$ cat config.mk
export PLATFORM = sky130hd
export DESIGN_NAME = flash_bus_arbiter
export DESIGN_NICKNAME = d
export VERILOG_FILES = /design/src/rtl/flash_bus_arbiter.sv
export SDC_FILE = /design/constraint.sdc
export NUM_CORES = 1
export LEC_CHECK = 0
export BUFFER_PORTS_ARGS = -buffer_cell sky130_fd_sc_hd__buf_2
export CORE_ASPECT_RATIO = 0.75
export CORE_MARGIN = 4
export CORE_UTILIZATION = 43
export CTS_CLUSTER_DIAMETER = 200
export CTS_CLUSTER_SIZE = 24
export DETAILED_ROUTE_END_ITERATION = 6
export GPL_TIMING_DRIVEN = 0
export PLACE_DENSITY = 0.76
export SETUP_SLACK_MARGIN = 0.1
export SLEW_MARGIN = 10
export SYNTH_ARGS = -nofsm -noshare
export SYNTH_HDL_FRONTEND = slang
export SYNTH_SLANG_ARGS = --single-unit
$ cat constraint.sdc
create_clock -name iCLK -period 1.83 [get_ports iCLK]
set_clock_uncertainty 0.05 [all_clocks]
set_input_delay 0.366 -clock iCLK [delete_from_list [all_inputs] [get_ports iCLK]]
set_output_delay 0.366 -clock iCLK [all_outputs]
set_load 0.03 [all_outputs]
$ cat src/rtl/flash_bus_arbiter.sv
// Arbiter sharing the QSPI configuration flash between the single-bit SPI master
// and the QSPI controller: registered round-robin grants, preemption and CS guard.
module flash_bus_arbiter #(
  parameter int unsigned GUARD_CYCLES = 4,   // 1..255
  parameter int unsigned MAX_HOLD     = 0    // 0 disables preemption
) (
  input  logic       iCLK,
  input  logic       iRESETn,
  // SPI master (single bit)
  input  logic       iSPI_REQ,
  output logic       oSPI_GNT,
  input  logic       iSPI_SCK,
  input  logic       iSPI_MOSI,
  input  logic       iSPI_CS,
  output logic       oSPI_MISO,
  // QSPI controller
  input  logic       iQSPI_REQ,
  output logic       oQSPI_GNT,
  input  logic       iQSPI_DCLK,
  input  logic       iQSPI_NCS,
  input  logic [3:0] iQSPI_DATAOUT,
  input  logic [3:0] iQSPI_DATAOE,
  output logic [3:0] oQSPI_DATAIN,
  // Flash pins
  output logic       oFLASH_SCK,
  output logic       oFLASH_CS,
  output logic [3:0] oFLASH_DOUT,
  output logic [3:0] oFLASH_DOE,
  input  logic [3:0] iFLASH_DIN,
  // Status
  output logic [1:0] oOWNER,
  output logic       oPREEMPT,
  output logic       oVIOLATION
);

  typedef enum logic [1:0] {
    ST_IDLE     = 2'd0,
    ST_OWN_SPI  = 2'd1,
    ST_OWN_QSPI = 2'd2,
    ST_GUARD    = 2'd3
  } state_e;

  localparam logic [7:0]  GUARD_LOAD = 8'(GUARD_CYCLES - 1);
  localparam logic        PREEMPT_EN = (MAX_HOLD != 0);
  localparam logic [15:0] HOLD_LIMIT = (MAX_HOLD == 0) ? 16'hFFFF : 16'(MAX_HOLD);

  state_e      state_q,    state_d;
  logic [7:0]  guard_q,    guard_d;
  logic [15:0] hold_q,     hold_d;
  logic        last_spi_q, last_spi_d;
  logic        cs_hi_q,    cs_hi_d;
  logic        preempt_q,  preempt_d;
  logic        viol_q,     viol_d;

  logic own_req;
  logic other_req;
  logic own_cs;

  always_comb begin
    own_req   = 1'b0;
    other_req = 1'b0;
    own_cs    = 1'b1;
    if (state_q == ST_OWN_SPI) begin
      own_req   = iSPI_REQ;
      other_req = iQSPI_REQ;
      own_cs    = iSPI_CS;
    end else if (state_q == ST_OWN_QSPI) begin
      own_req   = iQSPI_REQ;
      other_req = iSPI_REQ;
      own_cs    = iQSPI_NCS;
    end
  end

  always_comb begin
    // NOTE: every variable gets a default before the case so no path leaves it unassigned (no latches).
    state_d    = state_q;
    guard_d    = guard_q;
    hold_d     = hold_q;
    last_spi_d = last_spi_q;
    cs_hi_d    = 1'b0;
    preempt_d  = 1'b0;
    viol_d     = 1'b0;

    case (state_q)
      ST_IDLE: begin
        // On a tie the requester that did not win last time gets the bus.
        if (iSPI_REQ && (!iQSPI_REQ || !last_spi_q)) begin
          state_d    = ST_OWN_SPI;
          last_spi_d = 1'b1;
          hold_d     = '0;
        end else if (iQSPI_REQ) begin
          state_d    = ST_OWN_QSPI;
          last_spi_d = 1'b0;
          hold_d     = '0;
        end
      end

      ST_OWN_SPI, ST_OWN_QSPI: begin
        // A preempted owner is only pulled off the bus after CS has idled high twice.
        if (!own_req || (preempt_q && own_cs && cs_hi_q)) begin
          state_d = ST_GUARD;
          guard_d = GUARD_LOAD;
          viol_d  = !own_req && !own_cs;
        end else begin
          cs_hi_d = preempt_q && own_cs;
          if (other_req && (hold_q != '1)) begin
            hold_d = hold_q + 16'd1;
          end
          preempt_d = PREEMPT_EN && (hold_d >= HOLD_LIMIT);
        end
      end

      ST_GUARD: begin
        if (guard_q == '0) begin
          state_d = ST_IDLE;
        end else begin
          guard_d = guard_q - 8'd1;
        end
      end

      default: state_d = ST_IDLE;
    endcase
  end

  // NOTE: state registers use non-blocking assignments so all flops update from pre-edge values.
  always_ff @(posedge iCLK or negedge iRESETn) begin
    if (!iRESETn) begin
      state_q    <= ST_IDLE;
      guard_q    <= '0;
      hold_q     <= '0;
      last_spi_q <= 1'b0;
      cs_hi_q    <= 1'b0;
      preempt_q  <= 1'b0;
      viol_q     <= 1'b0;
    end else begin
      state_q    <= state_d;
      guard_q    <= guard_d;
      hold_q     <= hold_d;
      last_spi_q <= last_spi_d;
      cs_hi_q    <= cs_hi_d;
      preempt_q  <= preempt_d;
      viol_q     <= viol_d;
    end
  end

  assign oSPI_GNT   = (state_q == ST_OWN_SPI);
  assign oQSPI_GNT  = (state_q == ST_OWN_QSPI);
  assign oOWNER     = {state_q == ST_OWN_QSPI, state_q == ST_OWN_SPI};
  assign oPREEMPT   = preempt_q;
  assign oVIOLATION = viol_q;

  // Pin mux is combinational so SCK and data see no added latency.
  always_comb begin
    oFLASH_CS    = 1'b1;
    oFLASH_SCK   = 1'b0;
    oFLASH_DOUT  = '0;
    oFLASH_DOE   = '0;
    oSPI_MISO    = 1'b0;
    oQSPI_DATAIN = '0;
    case (state_q)
      ST_OWN_SPI: begin
        oFLASH_CS   = iSPI_CS;
        oFLASH_SCK  = iSPI_SCK & ~iSPI_CS;
        oFLASH_DOUT = {3'b110, iSPI_MOSI};
        oFLASH_DOE  = iSPI_CS ? 4'b0000 : 4'b1101;
        oSPI_MISO   = iFLASH_DIN[1];
      end
      ST_OWN_QSPI: begin
        oFLASH_CS    = iQSPI_NCS;
        oFLASH_SCK   = iQSPI_DCLK & ~iQSPI_NCS;
        oFLASH_DOUT  = iQSPI_DATAOUT;
        oFLASH_DOE   = iQSPI_NCS ? 4'b0000 : iQSPI_DATAOE;
        oQSPI_DATAIN = iFLASH_DIN;
      end
      default: ;
    endcase
  end

endmodule

==> impl_metrics.csv <==
group,metric,value,unit
place,portBuffers,40,
setup_path,regToRegSetupSlack,-0.26,ns
route,vias,1301,
worst_hold_path,worstHoldPathType,"in2reg",
timing,maxSlewViolCount,0,
place,place.gp.congestion,0.7806,
timing,post-route-period-util,120.2,%
cells_and_area,multiInputGateArea,900.9,um^2
synthesis,yosysUniqueCellTypes,42,
grt,grt_usage,26.52,%
cells_and_area,syn_to_final_growth,87.53,%
synthesis,synth_area,0.001003,mm^2
floorplanning,core,0.002102,mm^2
pwr,leakagePower,0.8932,nW
clock_tree,numClockSinks,12,
worst_hold_path,hold_start,"iSPI_REQ",
place,dp_cells,180,
place,placed_area,0.001336,mm^2
synthesis,yosysWarnings,0,
setup_path,crit_arrival,1.78,ns
setup_path,rr_endpoint,"guard_q[3]",
pwr,p_per_area,2311,mW/mm^2
grt,grt_start_max_net_pins,13,
timing,max_freq,454.6,MHz
cells_and_area,final_cell_area,0.001882,mm^2
route,drt_first_iter_violations,153,
setup_path,reg2reg_depth,8,
clock_tree,tritoncts,"done",
synthesis,syn_nets,143,
cells_and_area,diodes,0,
cells_and_area,utilization,89.52,%
run_status,outcome,"finished, violations left",
cells_and_area,fill_cells,90,
cells_and_area,final_common_cell,"buf_6",
cells_and_area,seq_area,302.8,um^2
setup_path,end_kind,"output pin",
route,drc,0,
synthesis,synth-seq-area-share,29.93,%
floorplanning,boundaryPins,42,
worst_hold_path,hold_depth,2,
setup_path,crit_path_start_kind,"flip-flop",
synthesis,yosys.area.top_type,"dfrtp_1",
clock_tree,cts_buffers,3,
timing,rsz0062_at_grt,"true",
route,wl,4.771,mm
setup_path,r2r_start,"state_q[1]",
timing,finalHoldViolCount,0,
grt,grt-ovfl-total,0,
route,ant_nets,0,
floorplanning,die_h,49.84,um
run,cap_violations,0,
clock_tree,h-tree-depth,1,
synthesis,synth_area_leaders,"dfrtp_1 (30%), ha_1 (7.5%), mux2i_1 (6.0%)",
floorplanning,die_area,0.003178,mm^2
setup_path,crit_required,1.41,ns
setup_path,startpoint,"state_q[1]",
place,hpwl,2.266,mm
cells_and_area,final_cell_mix,"buf_6 (28), buf_2 (22), buf_4 (17)",
cells_and_area,final_cells,207,
pwr,vdd_drop_max,0.002224,V
setup_path,path_class,"reg2out",
timing,period_needed,2.200,ns
synthesis,synth_top_area_share,29.93,%
synthesis,synth_edf_count,0,
cells_and_area,nets,212,
timing,fin_ws,-0.3695,ns
clock_tree,cts.clk_slew.worst_paths,0.08,ns
grt,grt_pass1_wl,6.423,mm
synthesis,syn_inst,116,
grt,grt_pass1_vias,1223,
cells_and_area,drive_gt1_share,68.31,%
synthesis,synth_ff_type,"dfrtp_1",
setup_path,cp_max_fo,6,
floorplanning,die_x,63.78,um
route,viasPerCell,6.285,
timing,setup_viol,26,
route,routedWlPerCell,23.05,um
synthesis,syn_avg_cell_area,8.651,um^2
synthesis,async_flop_share,100.0,%
grt,antenna_found_initial,0,
route,drt_first_pass_iters,4,
floorplanning,rows,14,
synthesis,ys_seq_elements,12,
clock_tree,cts-root-buf,"clkbuf_4",
floorplanning,start_util,47.74,%
run_status,violations,"negative setup slack",
worst_hold_path,min_to,"oVIOLATION",
clock_tree,clk_latency,0.30,ns
clock_tree,clock_path_buffers,2,
[through the flow]
step | setup TNS [ns] | setup WS, ns | hold slack [ns] | total power [mW]
6_report | -5.576 | -0.3695 | 0.3226 | 4.349
5_1_grt | -6.672 | -0.3938 | 0.3008 | 4.532
4_1_cts | -3.044 | -0.2867 | 0.2979 | 3.707
3_5_place_dp | -1.558 | -0.2451 | 0.2049 | 2.644
3_3_place_gp | -0.9710 | -0.1817 | 0.2091 | 2.560
2_1_floorplan | -0.04032 | -0.04032 | 0.02041 | 2.171
[synthesized netlist by cell type, drive strengths merged (2+ instances only)]
cell type and n:
nand2 14, dfrtp 12, a21oi 7, and2 7, ha 6, inv 6
mux2i 6, nor2 6, o21ai 6, buf 5, nand2b 5, a31oi 3
and3 3, nor3 3, nor3b 3, nor4 3, or3 2
[report_power, final]
group / switching [mW] / total [mW] / internal [mW] / leakage [nW]
clock network: 0.101 / 0.177 / 0.0768 / 0.0138
registers: 0.172 / 0.556 / 0.384 / 0.149
logic: 1.93 / 3.62 / 1.69 / 0.730
[flip-flops by register name (all words and copies together) (netlist names)]
| signal | cells |
|---|---|
| guard_q | 8 |
| oVIOLATION | 1 |
| last_spi_q | 1 |
| state_q | 2 |
[worst max-delay path: stages, from the launching register on]
cell     delay [ns]
dfrtp_1        0.40
buf_4          0.14
buf_6          0.11
ha_4           0.18
buf_8          0.14
a221o_2        0.38
buf_6          0.15
[worst max-delay path by stage]
stage               endpoint  slack, ns  cells after the start
2_1_floorplan     guard_q[3]      -0.04                      6
3_3_place_gp   oFLASH_DOE[0]      -0.18                      7
3_5_place_dp   oFLASH_DOE[0]      -0.25                      7
4_1_cts        oFLASH_DOE[0]      -0.29                      7
5_1_grt            oFLASH_CS      -0.39                      6
6_report           oFLASH_CS      -0.37                      6
[per-layer routing]
| metal | GRT usage, % | up-vias | routed length, um | share of wire (%) |
|---|---|---|---|---|
| li1 | - | 552 | - | - |
| met1 | 31.94 | 610 | 1744 | 37 |
| met2 | 45.28 | 106 | 2354 | 49 |
| met3 | 6.364 | 33 | 388 | 8.1 |
| met4 | 10.39 | 0 | 284 | 6.0 |
| met5 | 0 | - | 0 | 0 |
[what timing repair did]
item	in CTS	in global routing
pin swaps	15	11
gates cloned	0	0
endpoints found under the setup margin	25	28
buffers inserted	17	7
gates resized for setup	67	24
hold buffers	1	0
endpoints found under the hold margin	12	0
[layout make-up]
class | instances | share of cell area, %
plain buffers | 6 | 3.391
clock buffers | 3 | 1.197
inverters | 6 | 1.729
multi-input cells | 92 | 47.87
flip-flops and latches | 12 | 16.09
well taps | 24 | 1.596
repair buffers | 64 | 28.13
[cell families (layout without fill, tap and decap cells)]
family / Yosys count / after routing / share of synthesized area, %
fa+ha+maj: 6 / 6 / 7.481
simple gates: 53 / 53 / 31.67
compound gates: 25 / 25 / 17.33
buf+inv: 12 / 79 / 6.109
flops: 12 / 12 / 29.93
other cells: 1 / 1 / 0.3737
mux: 7 / 7 / 7.107
Power figures use the tool's default switching activity.
